File: config.mk
export PLATFORM = sky130hd
export DESIGN_NAME = inst_cache_responder
export DESIGN_NICKNAME = d
export VERILOG_FILES = /design/src/rtl/inst_cache_responder.sv
export SDC_FILE = /design/constraint.sdc
export NUM_CORES = 2
export LEC_CHECK = 0
export BUFFER_PORTS_ARGS = -buffer_cell sky130_fd_sc_hd__buf_2
export CORE_MARGIN = 4
export CORE_UTILIZATION = 61
export DETAILED_ROUTE_END_ITERATION = 10
export GPL_ROUTABILITY_DRIVEN = 0
export PLACE_DENSITY_LB_ADDON = 0.1
export SYNTH_ARGS = -nofsm -noshare
export SYNTH_HDL_FRONTEND = slang
export SYNTH_SLANG_ARGS = --single-unit
File: constraint.sdc
create_clock -name clk -period 6.8 [get_ports clk]
set_input_delay 1.36 -clock clk [delete_from_list [all_inputs] [get_ports clk]]
set_output_delay 1.36 -clock clk [all_outputs]
set_load 0.01 [all_outputs]
File: src/rtl/inst_cache_responder.sv
// Direct-mapped read-only instruction cache between fetch and imem.
// Zero-latency hits; misses refill a whole line one word per memory handshake.
module inst_cache_responder #(
   parameter int LINES          = 16,
   parameter int WORDS_PER_LINE = 4
) (
   input  logic        clk,
   input  logic        rst_b,
   input  logic        fetch_req,
   input  logic [31:0] pc,
   input  logic        flush,
   output logic [31:0] inst,
   output logic        inst_valid,
   output logic        stall,
   output logic        mem_rd_req,
   output logic [31:0] mem_addr,
   input  logic [31:0] mem_rd_data,
   input  logic        mem_rd_valid,
   output logic [31:0] hit_count,
   output logic [31:0] miss_count
);

   // state  | meaning
   // IDLE   | look up pc each cycle; hit returns data, miss latches line
   // REFILL | fetch latched line from imem, one outstanding word at a time

   localparam int OFF_W  = $clog2(WORDS_PER_LINE);
   localparam int IDX_W  = $clog2(LINES);
   localparam int LINE_W = 30 - OFF_W;
   localparam int TAG_W  = LINE_W - IDX_W;

   typedef enum logic {IDLE, REFILL} state_t;

   state_t              state_q, state_d;
   logic [LINE_W-1:0]   line_q, line_d;
   logic [OFF_W-1:0]    beat_q, beat_d;
   logic                kill_q, kill_d;
   logic [LINES-1:0]    valid_q;
   logic [TAG_W-1:0]    tag_mem  [LINES];
   logic [31:0]         data_mem [LINES*WORDS_PER_LINE];

   logic [IDX_W-1:0]    lk_idx, rf_idx;
   logic [OFF_W-1:0]    lk_off;
   logic [TAG_W-1:0]    lk_tag, rf_tag;
   logic                lookup, hit, miss, handshake, last_beat, refill_done;
   logic                pc_unused;

   assign lk_off    = pc[2 +: OFF_W];
   assign lk_idx    = pc[2+OFF_W +: IDX_W];
   assign lk_tag    = pc[31 -: TAG_W];
   assign rf_idx    = line_q[IDX_W-1:0];
   assign rf_tag    = line_q[LINE_W-1 -: TAG_W];
   assign pc_unused = ^pc[1:0];

   // rst_b gates the lookup so outputs read as reset values while reset is held
   assign lookup      = fetch_req & rst_b & (state_q == IDLE);
   assign hit         = lookup & valid_q[lk_idx] & (tag_mem[lk_idx] == lk_tag);
   assign miss        = lookup & ~hit;
   assign handshake   = (state_q == REFILL) & mem_rd_valid;
   assign last_beat   = (beat_q == OFF_W'(WORDS_PER_LINE-1));
   assign refill_done = handshake & last_beat;

   always_comb begin
      state_d    = state_q;
      line_d     = line_q;
      beat_d     = beat_q;
      kill_d     = kill_q;
      inst       = 32'h0;
      inst_valid = 1'b0;
      stall      = 1'b0;
      mem_rd_req = 1'b0;
      mem_addr   = 32'h0;
      case (state_q)
         IDLE: begin
            kill_d = 1'b0;
            if (hit) begin
               inst_valid = 1'b1;
               inst       = data_mem[{lk_idx, lk_off}];
            end else if (miss) begin
               stall   = 1'b1;
               line_d  = pc[31:2+OFF_W];
               beat_d  = '0;
               state_d = REFILL;
            end
         end
         REFILL: begin
            stall      = 1'b1;
            mem_rd_req = 1'b1;
            mem_addr   = {line_q, beat_q, 2'b00};
            if (flush) kill_d = 1'b1;
            if (mem_rd_valid) begin
               beat_d = beat_q + 1'b1;
               if (last_beat) state_d = IDLE;
            end
         end
         default: state_d = IDLE;
      endcase
   end

   always_ff @(posedge clk or negedge rst_b) begin
      if (!rst_b) begin
         state_q    <= IDLE;
         line_q     <= '0;
         beat_q     <= '0;
         kill_q     <= 1'b0;
         valid_q    <= '0;
         hit_count  <= 32'h0;
         miss_count <= 32'h0;
      end else begin
         state_q <= state_d;
         line_q  <= line_d;
         beat_q  <= beat_d;
         kill_q  <= kill_d;
         // a flush landing on the final beat must also keep the line invalid
         if (flush)
            valid_q <= '0;
         else if (refill_done && !kill_q)
            valid_q[rf_idx] <= 1'b1;
         if (hit && hit_count != 32'hFFFF_FFFF)
            hit_count <= hit_count + 32'h1;
         if (miss && miss_count != 32'hFFFF_FFFF)
            miss_count <= miss_count + 32'h1;
      end
   end

   always_ff @(posedge clk) begin
      if (handshake)
         data_mem[{rf_idx, beat_q}] <= mem_rd_data;
      if (refill_done)
         tag_mem[rf_idx] <= rf_tag;
   end

endmodule

# Word-level counts from Yosys, hierarchy flattened
# Memories as Yosys holds them, arrays and structs flattened.
# Index checks and enable logic that the tools add are counted.
[classes]
div = 0
mul = 0
addsub = 3
n_mux = 28
n_eq_ne = 8
n_reduce_logical = 8
order_cmp = 3
n_shift = 0
bitwise = 10
[ops]
columns = ["cell", "count"]
rows = [
  ["2-to-1 mux 32 bit", 3],
  ["adder 32 x 1 -> 32 bit, second input constant", 2],
  ["inequality test 32 bit, second input constant", 2],
  ["2-to-1 mux 16 bit", 2],
  ["== test 24 bit", 1],
  ["bitwise OR 16 bit", 1],
  ["2-to-1 mux 1 bit", 14],
  ["less-than comparator 4 x 5 -> 1 bit, second input constant", 2],
  ["inequality test 2 bit, second input constant", 4],
  ["AND 1 bit", 7],
  ["2-to-1 mux 2 bit", 3],
  ["case mux 1 bit (2 select lines)", 3],
  ["AND reduction 3 bit", 2],
  ["binary-select mux 1 bit (select 4 bit)", 1],
  ["demux 1 bit (select 4 bit)", 1],
  ["greater-or-equal comparator 4 x 1 -> 1 bit, second input constant", 1],
  ["logical AND 1 bit", 4],
  ["case mux 2 bit (2 select lines)", 1],
  ["adder 2 x 1 -> 2 bit, second input constant", 1],
  ["== test 2 bit, second input constant", 1],
  ["NOT 1 bit", 2],
  ["nonzero test 2 bit", 1],
  ["zero test 1 bit", 1],
]
[totals]
mem_bits_ro = 0
reg_bits = 112
latchBits = 0
output_inout_bits = 131
ram_bits = 2432
inputBits = 69
memories = 2
word_cells = 69
[mem_list]
columns = ["name", "words", "word_bits", "read_ports", "rd_ports_with_merged_regs", "wr", "line", "text"]
rows = [
  ["data_mem", 64, 32, 1, 0, 1, "40", "logic [31:0] data_mem [LINES*WORDS_PER_LINE];"],
  ["tag_mem", 16, 24, 1, 0, 1, "39", "logic [TAG_W-1:0] tag_mem [LINES];"],
]

# Logic depth before layout (Yosys ltp)
[depth]
word_depth = 9
ltp_mapped = 16
ltp_nobuf = 9

# Worst setup path after synthesis
# Ideal clock, no wire load.
[synth_path]
path_type = "input port to output port"
from = "in pc[4]"
to = "out inst[13]"
t_arrival_ps = 4626
path_slack_ps = 814
t_required_ps = 5440
n_path_buf = 7
stages = 10
cell_sequence = "buf_2 buf_4 buf_2 buf_2 buf_4 buf_2 buf_1 mux4_2 mux4_2 nor2b_1"
[synth_between]
elab_chain_cells = 6
elab_cells_between_ends = 9
classes_between = "1 x eq/ne; 4 x mux; 2 x bitwise; 2 x memory"
[synth_lines]
columns = ["element", "line", "text"]
rows = [
  ["start: declaration", "10", "input logic [31:0] pc,"],
  ["branches (longest 4 deep; another with memory read (16 x 24 bit))", "-", ""],
  ["2-to-1 mux 32 bit *", "76", "if (hit) begin"],
  ["2-to-1 mux 32 bit *", "73", "case (state_q)"],
  ["end: declaration", "12", "output logic [31:0] inst,"],
]
# Mark *: on every way between the ends. The select of a mux whose other input is x is not followed.

# Worst setup path in the final report
[layout_path]
from = "in pc[4]"
to = "out inst[28]"
# Same word-level chain as after synthesis.

==> impl_metrics.py <==
metrics = {
    "synth": {
        "synth-warning-count": 0,
        "largest_family_of_logic_cells_by_synthesized_area": "multiplexers",
        "mapped_cells": 4185,
        "ys.flop_type": "sky130_fd_sc_hd__edfxtp_1",
        "post_synth.cell_area_avg_um2": 23.5,
        "fraction_of_the_yosys_area_taken_by_sequential_cells": 0.772,
        "xor_xnor_share_of_the_synthesized_area": 0.00874,
        "synth_enable_flop_cells": 2432,
        "synth.cell_area_um2": 98200,
        "postSynth.asyncResetShare": 0.0440,
        "synth-simple-area-share": 0.0208,
        "synthMuxAreaShare": 0.184,
        "synthAdderAreaFrac": 0.000382,
        "synth_compound_area_frac": 0.00468,
        "ys_seq_elements": 2544,
        "synth_cell_type_count": 46,
    },
    "critical_path": {
        "worstSetupStartpointType": "input port",
        "worstPathArrival_ns": 5.05,
        "cp_data_required_time_ns": 5.44,
        "r2r-end": "hit_count[1]$_DFFE_PN0P_",
        "path_class": "input port to output port",
        "regToRegStartpoint": "tag_mem[14][0]$_DFFE_PP_",
        "endpoint_kind": "output port",
        "worstPathMaxFanout": 27,
        "reg2reg_depth": 9,
        "r2r_slack_ns": 2.54,
    },
    "min_path": {
        "timing.hold.worst.start": "miss_count[12]$_DFFE_PN0P_",
        "cell_depth_of_the_worst_min_delay_path": 1,
        "whs_endpoint": "miss_count[12]$_DFFE_PN0P_",
        "hold_path_class": "flip-flop to flip-flop",
    },
    "placement": {
        "dpl.cell_count": 6467,
        "port-buffer-count": 195,
        "detailed_place_hpwl_um": 128000,
        "place_area_um2": 103000,
    },
    "timing": {
        "slew-limit-headroom": 0.137,
        "timing.clock.skew_ns": 0.0248,
        "fmax_mhz": 156,
        "setup_violation_total_in_the_final_timing_report": 0,
        "slew_violations": 0,
        "rsz0062_at_grt": "no",
        "layout_worst_path_cycle_share": 0.942,
        "min_period_ns": 6.41,
        "whs_ns": 0.487,
        "setup_total_negative_slack_ns": 0,
        "finalHoldViolations": 0,
        "tightestPinTransition_ns": 1.29,
    },
    "floorplan": {
        "die_width_um": 409,
        "initial_utilization": 0.617,
        "core_area_um2": 159000,
        "fp.dieArea_um2": 167000,
        "y_dimension_of_the_die_um": 409,
        "ports_placed_on_the_boundary": 200,
        "floorplan.rows": 146,
    },
    "global_routing": {
        "grt_usage": 0.282,
        "grt_start_max_net_pins": 92,
        "first_global_vias": 47015,
        "wire_length_of_the_first_global_routing_pass_um": 336000,
        "grt_overflow": 0,
        "antenna_violations_before_repair": 15,
    },
    "clock_tree": {
        "ctsHoldBuffers": 0,
        "cts-root-to-sink-buffers": 3,
        "htreeDepth": 4,
        "worstSkewPairLatency_ns": 0.87,
        "cts_made_buffers": 240,
        "postCtsSetupBuffers": 0,
        "clock_sink_count": 2544,
        "worst_setup_hold_path_clk_slew_ns": 0.06,
        "clock_tree.root_cell": "sky130_fd_sc_hd__clkbuf_16",
        "cts_repair_resize_count": 0,
        "tritoncts": "done",
    },
    "cells_and_area": {
        "final_cell_area_um2": 111000,
        "finalNetCount": 4635,
        "layout-drive-gt1-share": 0.318,
        "synthToLayoutAreaGrowth_pct": 12.8,
        "layout.core_utilization": 0.696,
        "final_cells": 6921,
        "layout.filler_cells": 9509,
    },
    "power_and_ir_drop": {
        "p_leak_nw": 35.5,
        "power_density_cells_nw_per_um2": 307,
        "ir_worst_vdd_mv": 0.300,
    },
    "flow_run": {
        "max_cap_violations": 0,
    },
    "drt": {
        "drt.antenna.violating_nets": 0,
        "drt-vias-per-instance": 6.65,
        "detailroute.via_count": 46023,
        "detailedRoute.firstPassIterationCount": 6,
        "detail_route.wirelength_um": 231000,
        "drt_iter0_markers": 6157,
        "drt_drc_violations_left": 0,
        "post_drt_wl_per_cell_um": 33.4,
    },
    "status": {
        "result_of_the_run": "complete, no violations",
    },
}
-- registers in the layout, summed over array words and instances, names as in the netlist --
signal and count:
kill_q 1, data_mem 2048, beat_q 2, miss_count 32, state_q 1, tag_mem 384
hit_count 32, line_q 28, valid_q 16
-- synth_stat cells (all sizes together) (31+ instances only) --
cell,number,area [um2]
edfxtp,2432,73000
mux4,755,17000
clkbuf,155,582
nor2,123,462
dfrtp,112,2800
mux2i,69,691
buf,66,335
xnor2,58,508
a211oi,40,300
xor2,40,350
nand2,38,143
nor2b,38,238
and2,37,231
nand3,35,175
nand4,32,200
mux2,31,349
-- layer usage --
layer  wire [um]  track usage  vias up
met5          47            0        -
met4        7110       0.0854        8
met3       21900       0.0667      387
met2      113000        0.441     2286
met1       89500        0.406    24777
li1            -            -    18565
-- metrics by stage --
stage | total power, mW | setup slack (ns)
floorplan | 20.0 | 0.814
global placement | 21.3 | 0.382
detailed placement | 21.4 | 0.446
CTS | 34.2 | 0.384
global route | 35.2 | 0.342
finish | 34.0 | 0.394
-- logic make-up after synthesis --
group / count (synthesis)
simple gates: 391
mux: 855
other cells: 1
compound gates: 67
flops: 2544
fa+ha+maj: 3
buf+inv: 226
xor+xnor: 98
-- layout by cell type (no fill, tap or decap), types with 5 or more instances in the layout --
master,netlist,layout
sky130_fd_sc_hd__edfxtp_1,2432,2432
sky130_fd_sc_hd__mux4_2,755,755
sky130_fd_sc_hd__clkbuf_16,0,241
sky130_fd_sc_hd__buf_2,34,188
sky130_fd_sc_hd__buf_4,6,137
sky130_fd_sc_hd__dfrtp_1,112,112
sky130_fd_sc_hd__nor2_4,0,78
sky130_fd_sc_hd__clkbuf_1,155,77
sky130_fd_sc_hd__mux2i_1,69,69
sky130_fd_sc_hd__clkinv_1,0,62
sky130_fd_sc_hd__xnor2_1,58,58
sky130_fd_sc_hd__nor2_1,123,45
sky130_fd_sc_hd__a211oi_1,40,40
sky130_fd_sc_hd__xor2_1,40,40
sky130_fd_sc_hd__nor2b_1,38,38
sky130_fd_sc_hd__nand2_1,38,38
sky130_fd_sc_hd__and2_1,37,37
sky130_fd_sc_hd__nand3_1,35,35
sky130_fd_sc_hd__nand4_1,32,32
sky130_fd_sc_hd__clkinv_2,0,31
sky130_fd_sc_hd__mux2_1,27,27
sky130_fd_sc_hd__and3_1,26,26
sky130_fd_sc_hd__buf_12,0,25
sky130_fd_sc_hd__bufinv_16,0,20
sky130_fd_sc_hd__a21oi_1,18,18
sky130_fd_sc_hd__nor3_1,17,15
sky130_fd_sc_hd__nor4_1,10,10
sky130_fd_sc_hd__or2_2,7,7
sky130_fd_sc_hd__inv_1,5,5
sky130_fd_sc_hd__and4_1,5,5
sky130_fd_sc_hd__buf_8,0,5
-- worst max path at each step --
stage | startpoint | to | slack, ns | cells past startpoint
3_5_place_dp | pc[4] | inst[28] | 0.45 | 11
3_3_place_gp | pc[4] | inst[28] | 0.38 | 11
2_1_floorplan | pc[4] | inst[13] | 0.81 | 10
5_1_grt | pc[4] | inst[28] | 0.34 | 11
4_1_cts | pc[4] | inst[28] | 0.38 | 11
6_report | pc[4] | inst[28] | 0.39 | 11
-- power breakdown --
group,switching (mW),internal (mW)
Clock,5.66,7.32
Combinational,1.62,0.952
Sequential,0.510,18.0
Total,7.79,26.3
-- area by class of cell --
| type | count | area [um2] | share of cell area |
|---|---|---|---|
| diodes | 4 | 10.0 | 0.0000904 |
| clock buffers | 321 | 6360 | 0.0574 |
| clock inverters | 129 | 1270 | 0.0115 |
| inverters | 5 | 18.8 | 0.000169 |
| multi-input cells | 1416 | 22000 | 0.199 |
| flip-flops and latches | 2544 | 75800 | 0.685 |
| well taps | 2146 | 2690 | 0.0242 |
| repair buffers | 356 | 2560 | 0.0231 |
-- worst max-delay path: stages --
cell                       delay (ns)
sky130_fd_sc_hd__buf_8           0.29
sky130_fd_sc_hd__mux4_2          0.56
sky130_fd_sc_hd__mux2i_1         0.21
sky130_fd_sc_hd__xnor2_1         0.09
sky130_fd_sc_hd__o31ai_1         0.77
sky130_fd_sc_hd__nand3_1         0.16
sky130_fd_sc_hd__nor4_1          0.28
sky130_fd_sc_hd__nand4_1         0.20
sky130_fd_sc_hd__buf_12          0.24
sky130_fd_sc_hd__a211oi_1        0.57
sky130_fd_sc_hd__buf_2           0.25
No activity file was read; power rests on OpenSTA's default activity.
